--- src/rtl/mem_port_arb.sv ---
// rtl/mem_port_arb.sv - two-requester round-robin arbiter onto one memory port
// One transaction in flight: IDLE picks an owner, REQ forwards its request, RSP returns the response.
module mem_port_arb #(
    parameter int AW = 32,
    parameter int DW = 32
) (
    input  logic            clk,
    input  logic            rst,
    input  logic            m0_req_vld,
    output logic            m0_req_rdy,
    input  logic [AW-1:0]   m0_req_addr,
    input  logic [DW/8-1:0] m0_req_wstrb,
    input  logic [DW-1:0]   m0_req_wdata,
    output logic            m0_rsp_vld,
    input  logic            m0_rsp_rdy,
    output logic [DW-1:0]   m0_rsp_rdata,
    input  logic            m1_req_vld,
    output logic            m1_req_rdy,
    input  logic [AW-1:0]   m1_req_addr,
    input  logic [DW/8-1:0] m1_req_wstrb,
    input  logic [DW-1:0]   m1_req_wdata,
    output logic            m1_rsp_vld,
    input  logic            m1_rsp_rdy,
    output logic [DW-1:0]   m1_rsp_rdata,
    output logic            mem_req_vld,
    input  logic            mem_req_rdy,
    output logic [AW-1:0]   mem_req_addr,
    output logic [DW/8-1:0] mem_req_wstrb,
    output logic [DW-1:0]   mem_req_wdata,
    input  logic            mem_rsp_vld,
    output logic            mem_rsp_rdy,
    input  logic [DW-1:0]   mem_rsp_rdata
);

    typedef enum logic [1:0] {IDLE, REQ, RSP} state_t;

    state_t state, state_nxt;
    logic   owner, owner_nxt;
    logic   last_gnt, last_gnt_nxt;
    logic   owner_rsp_rdy;

    assign owner_rsp_rdy = owner ? m1_rsp_rdy : m0_rsp_rdy;

    // Read data is qualified by the per-requester rsp_vld, so it can fan out to both.
    assign m0_rsp_rdata = mem_rsp_rdata;
    assign m1_rsp_rdata = mem_rsp_rdata;

    always_ff @(posedge clk) begin
        if (rst) begin
            state    <= IDLE;
            owner    <= 1'b0;
            last_gnt <= 1'b1;
        end else begin
            state    <= state_nxt;
            owner    <= owner_nxt;
            last_gnt <= last_gnt_nxt;
        end
    end

    always_comb begin
        state_nxt     = state;
        owner_nxt     = owner;
        last_gnt_nxt  = last_gnt;
        m0_req_rdy    = 1'b0;
        m1_req_rdy    = 1'b0;
        m0_rsp_vld    = 1'b0;
        m1_rsp_vld    = 1'b0;
        mem_req_vld   = 1'b0;
        mem_req_addr  = '0;
        mem_req_wstrb = '0;
        mem_req_wdata = '0;
        mem_rsp_rdy   = 1'b0;
        case (state)
            IDLE: begin
                if (m0_req_vld || m1_req_vld) begin
                    // Under contention the requester not served last time wins.
                    owner_nxt = (m0_req_vld && m1_req_vld) ? ~last_gnt : m1_req_vld;
                    state_nxt = REQ;
                end
            end
            REQ: begin
                mem_req_vld   = 1'b1;
                mem_req_addr  = owner ? m1_req_addr  : m0_req_addr;
                mem_req_wstrb = owner ? m1_req_wstrb : m0_req_wstrb;
                mem_req_wdata = owner ? m1_req_wdata : m0_req_wdata;
                m0_req_rdy    = ~owner & mem_req_rdy;
                m1_req_rdy    = owner & mem_req_rdy;
                if (mem_req_rdy) begin
                    state_nxt = RSP;
                end
            end
            RSP: begin
                mem_rsp_rdy = owner_rsp_rdy;
                m0_rsp_vld  = ~owner & mem_rsp_vld;
                m1_rsp_vld  = owner & mem_rsp_vld;
                if (mem_rsp_vld && owner_rsp_rdy) begin
                    state_nxt    = IDLE;
                    last_gnt_nxt = owner;
                end
            end
            default: state_nxt = IDLE;
        endcase
    end

endmodule

--- config.mk ---
export PLATFORM = sky130hd
export DESIGN_NAME = mem_port_arb
export DESIGN_NICKNAME = d
export VERILOG_FILES = /design/src/rtl/mem_port_arb.sv
export SDC_FILE = /design/constraint.sdc
export NUM_CORES = 1
export LEC_CHECK = 0
export BUFFER_PORTS_ARGS = -buffer_cell sky130_fd_sc_hd__buf_2
export CELL_PAD_IN_SITES_DETAIL_PLACEMENT = 2
export CELL_PAD_IN_SITES_GLOBAL_PLACEMENT = 2
export CORE_AREA = 3 3 138 140
export DETAILED_ROUTE_END_ITERATION = 16
export DIE_AREA = 0 0 141 143
export PLACE_DENSITY_LB_ADDON = 0.25
export SYNTH_ARGS = -nofsm -noshare
export SYNTH_HDL_FRONTEND = slang
export SYNTH_SLANG_ARGS = --single-unit
--- constraint.sdc ---
create_clock -name clk -period 1.2 [get_ports clk]
set_input_delay 0.12 -clock clk [delete_from_list [all_inputs] [get_ports clk]]
set_output_delay 0.12 -clock clk [all_outputs]
set_load 0.02 [all_outputs]
==> impl_metrics.json, run 1 <==
{
  "clk_pin_slew_ns": 0.03,
  "final_net_count": 588,
  "skew_ns": 0.004188,
  "drive_gt1_share_pct": 74.21,
  "finalCritPeriodShare_pct": 122.2,
  "synth_edf_count": 0,
  "std_cell_rows": 49,
  "yosys_warnings": 0,
  "critPathMaxStageDelay_ns": 0.37,
  "crit_slowest_cell": "dfxtp_4",
  "hold_buffers": 0,
  "p_leak_nw": 1.621,
  "end_kind": "output pin",
  "ctsHtreeMaxLevel": 1,
  "pre_cts_ws_ns": -0.07233,
  "synth_cells": 247,
  "critPathBufInv": 3,
  "fin_cells": 640,
  "core_region_area_mm2": 0.01796,
  "path_cells": "buf_4, buf_16, mux2i_1, nor2_2, buf_2",
  "area_growth_pct": 87.86,
  "gp_congestion": 0.7274,
  "placed_cell_area_mm2": 0.002735,
  "grt_max_degree": 40,
  "syn_area_mm2": 0.001783,
  "drv_cap": 0,
  "grt_pass1_wl_um": 12360,
  "drtIter0Drc": 20,
  "synthArstFlopShare_pct": 0,
  "drv_slew": 0,
  "cts_made_buffers": 3,
  "cp.arrival_ns": 1.35,
  "hold_class": "input port to flip-flop",
  "yosysTopAreaCell": "mux2i_1",
  "period_needed_ns": 1.466,
  "setup_ws_ns": -0.2659,
  "startpoint_type": "flip-flop",
  "viasPerCell": 3.577,
  "cts_sinks": 4,
  "multi_input_area_mm2": 0.001287,
  "synth.avg_cell_area_um2": 7.218,
  "io_buffer_count": 217,
  "critical_path.top_delay_family": "buffers and inverters",
  "dp_hpwl_um": 7271,
  "finalSetupViolations": 73,
  "n_fill_cell": 2152,
  "critical_path.max_fanout": 10,
  "slew_headroom_pct": 75.89,
  "synth_cell_types": 19,
  "ys.flop_type": "dfxtp_1",
  "grt_pass1_vias": 2495,
  "synth_area_leaders": "mux2i_1, buf_4, nor2_1, buf_6, dfxtp_1",
  "fmax_mhz": 682.2,
  "rsz0062_at_grt": "true",
  "grt_overflow": 0,
  "die_w_um": 141,
  "violations": "negative setup slack",
  "ff_latch_area_um2": 85.08,
  "power_density_mw_per_mm2": 689.4,
  "ir_worst_vdd_mv": 0.3560,
  "drt-wirelength-per-cell_um": 15.67,
  "initial_utilization_pct": 9.925,
  "antenna_found_initial": 0,
  "tightest_slew_ns": 0.3608,
  "fin_area_mm2": 0.003349,
  "root_buffer": "clkbuf_16",
  "drc": 0,
  "die_h_um": 143,
  "grt_usage_pct": 7.499,
  "num_io_pins": 314,
  "cts_buffer_depth": 2,
  "cts_tree": "yes",
  "insertion_delay_ns": 0.23,
  "synth_nets": 423,
  "crit_type": "flip-flop to output pin",
  "status": "complete, but fails checks",
  "dp_cells": 619,
  "dieArea_mm2": 0.02016,
  "ys_seq_elements": 4,
  "seq_area_frac_synth_pct": 4.491,
  "crit_required_ns": 1.08,
  "firstDrtPassIters": 3,
  "postRouteWirelength_um": 10030,
  "netlist.area_leader.share_pct": 38.74,
  "hold_ws_ns": 0.1274,
  "diodes": 0,
  "detail-route-antenna-nets": 0,
  "finalHoldViolCount": 0,
  "num_vias": 2289,
  "reg2reg_slack_ns": 0.03
}
==> through the flow <==
step	TNS, ns	power [mW]	utilization (%)
after floorplan	-1.297	1.247	-
after global placement	-0.2280	1.449	15.23
after detailed placement	-1.486	1.479	15.23
after CTS	-18.53	2.033	15.70
after global routing	-20.49	2.469	18.65
final	-16.02	2.309	18.65
==> layout by cell type, fill, tap and decap left out, types with 2 or more instances in the layout <==
cell,Yosys,routed
clkbuf_16,0,8
mux2i_2,0,17
inv_1,3,2
buf_8,0,2
nand2_1,3,2
nor2_2,0,33
buf_16,0,2
nor2_1,70,36
buf_12,0,5
dfxtp_1,4,2
mux2i_1,69,48
buf_4,65,24
and3_1,2,2
mux2i_4,0,4
buf_6,9,15
buf_2,7,188
a21oi_1,3,3
==> path summary, 6_finish.rpt <==
kind	start	to	depth (start not counted)
setup / recovery	owner$_SDFFE_PP0P_	mem_req_wdata[22]	5
hold / removal	rst	owner$_SDFFE_PP0P_	2
setup reg to reg	owner$_SDFFE_PP0P_	state[1]$_SDFFE_PP0P_	5
hold reg to reg	last_gnt$_SDFFE_PP1P_	last_gnt$_SDFFE_PP1P_	2
==> Yosys cell counts, types with 2 or more instances <==
library cell and number:
mux2i_1 69, nor3_1 2, a21oi_1 3, buf_4 65, and3_1 2, nand2_1 3
o21ai_0 2, buf_2 7, buf_6 9, inv_1 3, nand2b_1 2, dfxtp_1 4
nor2_1 70
==> per-layer routing <==
metal | GRT usage (%) | part of all wire, % | up-vias | routed length, um
li1 | - | - | 1081 | -
met1 | 6.833 | 33 | 1055 | 3313
met2 | 15.50 | 56 | 131 | 5599
met3 | 2.344 | 9.2 | 22 | 927
met4 | 2.448 | 1.9 | 0 | 189
met5 | 0 | 0 | - | 0
==> area by class of cell <==
| cell class | count | area share, % |
|---|---|---|
| repair buffers | 241 | 47.78 |
| multi-input cells | 159 | 38.44 |
| well taps | 229 | 8.554 |
| flip-flops and latches | 4 | 2.540 |
| clock buffers | 4 | 2.353 |
| inverters | 3 | 0.3362 |
==> state kept, by name, summed over array words and instances (netlist names) <==
| register | count |
|---|---|
| last_gnt | 1 |
| owner | 1 |
| state | 2 |
==> logic make-up (layout without fill, tap and decap cells) <==
family | Yosys count | count (layout) | synth area share [%]
AO/OA/AOI/OAI | 8 | 8 | 2.737
multiplexers | 69 | 69 | 38.74
AND/OR/NAND/NOR | 82 | 82 | 18.39
buffers and inverters | 84 | 248 | 35.65
flip-flops | 4 | 4 | 4.491
==> where the power goes <==
part	internal, mW	switching (mW)
sequential	0.143	0.0115
clock	0.439	0.101
combinational	0.777	0.836
total	1.36	0.949
==> repair_timing <==
item	CTS	global route
buffers inserted	0	6
endpoints found under the setup margin	74	75
pin swaps	0	11
hold endpoints to repair	0	0
cloned	0	11
resized for setup	4	77
Note: power is estimated with default switching activity, not from simulation.
==> run 2: changes to the inputs <==
--- a/config.mk
+++ b/config.mk
@@ -5,6 +5,7 @@
 export SDC_FILE = /design/constraint.sdc
 export NUM_CORES = 1
 export LEC_CHECK = 0
+export ABC_AREA = 1
 export BUFFER_PORTS_ARGS = -buffer_cell sky130_fd_sc_hd__buf_2
 export CELL_PAD_IN_SITES_DETAIL_PLACEMENT = 2
 export CELL_PAD_IN_SITES_GLOBAL_PLACEMENT = 2
==> run 2 against run 1 <==
The flow still finishes with violations (negative setup slack). Final cell count grew 12%. Global-route usage grew 2.3 points. Clock-buffer cell count shrank 1. Largest power group unchanged. Non-clock buffer count is the same. Power grew 13%. Combinational power grew 19%. Cell area grew 15%. Maximum frequency grew 1.7%. Register-to-register slack gained 0.04 ns. Sequential power grew 4%.
==> impl_metrics.json, run 2 <==
{
  "status": "complete, but fails checks",
  "violations": "negative setup slack",
  "die_h_um": 143,
  "gp_congestion": 0.6899,
  "startpoint_type": "flip-flop",
  "finalSetupViolations": 74,
  "yosysTopAreaCell": "nand2_1",
  "power_density_mw_per_mm2": 678.2,
  "crit_slowest_cell": "dfxtp_4",
  "cp.arrival_ns": 1.32,
  "drive_gt1_share_pct": 71.63,
  "r2r_end": "state[1]$_SDFFE_PP0P_",
  "crit_required_ns": 1.08,
  "drc": 0,
  "drv_slew": 0,
  "yosys_warnings": 0,
  "final_net_count": 668,
  "core_region_area_mm2": 0.01796,
  "grt_max_degree": 28,
  "cts_made_buffers": 3,
  "skew_ns": 0.001615,
  "die_w_um": 141,
  "ctsHtreeMaxLevel": 1,
  "ys.flop_type": "dfxtp_1",
  "r2r_cells": 6,
  "seq_area_frac_synth_pct": 4.507,
  "hold_ws_ns": 0.1060,
  "period_needed_ns": 1.442,
  "drtIter0Drc": 47,
  "diodes": 0,
  "antenna_found_initial": 0,
  "finalHoldViolCount": 0,
  "grt_pass1_vias": 2958,
  "hp-start": "rst",
  "postRouteWirelength_um": 11750,
  "drv_cap": 0,
  "dieArea_mm2": 0.02016,
  "io_buffer_count": 217,
  "area_growth_pct": 115.9,
  "regMostFlops": "state",
  "end_kind": "output pin",
  "num_vias": 2753,
  "synth_edf_count": 0,
  "fmax_mhz": 693.5,
  "fin_util_pct": 21.36,
  "rsz0062_at_grt": "true",
  "ir_worst_vdd_mv": 0.3039,
  "root_buffer": "clkbuf_16",
  "synth.avg_cell_area_um2": 5.352,
  "path_cells": "buf_12, clkbuf_16, nand2_2, a21oi_2, buf_4",
  "tightest_slew_ns": 0.2557,
  "p_leak_nw": 1.809,
  "largest_reg_flops": 2,
  "initial_utilization_pct": 9.891,
  "layout_commonest_cell": "buf_2",
  "grt_usage_pct": 9.753,
  "finalCritPeriodShare_pct": 120.2,
  "clk_pin_slew_ns": 0.03,
  "firstDrtPassIters": 3,
  "num_io_pins": 314,
  "synth_area_leaders": "nand2_1, buf_4, a21oi_1, a21oi_2, dfxtp_1",
  "reg2reg_slack_ns": 0.07,
  "synth_cell_types": 15,
  "synth_cells": 332,
  "whs_path_depth": 2,
  "hold_buffers": 0,
  "dr.max_layer_used": "met4",
  "top_regs": "state x2, last_gnt x1, owner x1",
  "synth_most_common_cell": "nand2_1",
  "wirelength_met1_um": 4366,
  "yosys-top-cells-count": "nand2_1, buf_4, a21oi_1",
  "cts_tree": "yes",
  "setup_ws_ns": -0.2419,
  "layout_common_cells": "buf_2, nand2_1, buf_6, a21oi_2, buf_4",
  "synth_nets": 508,
  "wl_met3_um": 735,
  "cts_buffer_depth": 2,
  "netlist.area_leader.share_pct": 31.06,
  "hold_class": "input port to flip-flop",
  "grt_pass1_wl_um": 15880,
  "std_cell_rows": 49,
  "insertion_delay_ns": 0.23,
  "viasPerCell": 3.829,
  "r2r_start": "owner$_SDFFE_PP0P_",
  "synthArstFlopShare_pct": 0,
  "crit_type": "flip-flop to output pin",
  "drt-wirelength-per-cell_um": 16.34,
  "ys_seq_elements": 4,
  "whs_endpoint": "owner$_SDFFE_PP0P_",
  "dp_hpwl_um": 8447,
  "detail-route-antenna-nets": 0,
  "critPathMaxStageDelay_ns": 0.46,
  "syn_area_mm2": 0.001777,
  "slew_headroom_pct": 82.77,
  "grt_overflow": 0,
  "cts_sinks": 4,
  "wl_met2_um": 6550,
  "critical_path.max_fanout": 6
}
## run 2: cell count changes in the layout (fill, tap and decap cells not counted), sizes merged, moves of 2 or more
cell	previous run	this run
a21oi	3	71
and3	2	0
inv	3	9
mux2i	69	0
nand2	3	147
nand2b	2	0
nand3	1	3
nor2	70	8
nor3	2	0
## run 2: worst max-delay path by stage
stage	slack, ns	endpoint	startpoint	cells past startpoint
finish	-0.24	mem_req_wdata[4]	owner$_SDFFE_PP0P_	5
global route	-0.31	mem_req_wdata[5]	state[0]$_SDFFE_PP0P_	6
CTS	-0.26	mem_req_addr[2]	state[0]$_SDFFE_PP0P_	6
detailed placement	-0.15	mem_req_addr[20]	owner$_SDFFE_PP0P_	4
global placement	-0.13	mem_req_addr[20]	owner$_SDFFE_PP0P_	4
floorplan	-0.04	mem_req_addr[0]	state[1]$_SDFFE_PP0P_	4
## run 2: per-layer routing
metal	track usage, %	vias to the layer above
li1	-	1303
met1	10.64	1315
met2	19.56	117
met3	1.942	18
met4	1.632	0
met5	0	-
## run 2: layout make-up
type | count | area [um2]
Inverter | 10 | 57.56
Tap cell | 229 | 286.5
Multi-Input combinational cell | 232 | 1459
Fill cell | 2168 | 14130
Timing Repair Buffer | 241 | 1872
Clock buffer | 3 | 75.07
Sequential cell | 4 | 86.33
## run 2: worst max-delay path: cells and delay by family, from the launching register on
family | cells | cell delay, ns
AND/OR/NAND/NOR | 1 | 0.05
buffers and inverters | 3 | 0.45
flip-flops | 1 | 0.46
AO/OA/AOI/OAI | 1 | 0.13
## run 2: cells by family (layout without fill, tap and decap cells)
group	count (synthesis)	count (layout)	share of synthesized area, %
compound gates	73	73	24.79
flops	4	4	4.507
simple gates	159	159	34.44
buf+inv	96	254	36.27
## run 2: repair_timing
action / in CTS / in global routing
pin swaps: 3 / 11
setup endpoints to repair: 74 / 75
cloned: 2 / 6
gates resized for setup: 144 / 81
buffers inserted: 5 / 1
## run 2: where the power goes
part	switching [mW]	internal [mW]	leakage, nW
combinational	1.02	0.885	1.74
clock	0.107	0.427	0.0370
sequential	0.0172	0.144	0.0342
## run 2: through the flow
step	power, mW	area, um2	worst slack [ns]	std cells	setup TNS (ns)
after floorplan	1.248	1916	-0.04407	332	-2.081
after global placement	1.491	2839	-0.1255	705	-4.259
after detailed placement	1.524	2839	-0.1463	705	-4.394
after CTS	2.381	3430	-0.2643	714	-17.31
after global routing	2.772	3836	-0.3119	719	-20.44
final	2.602	3836	-0.2419	719	-15.25
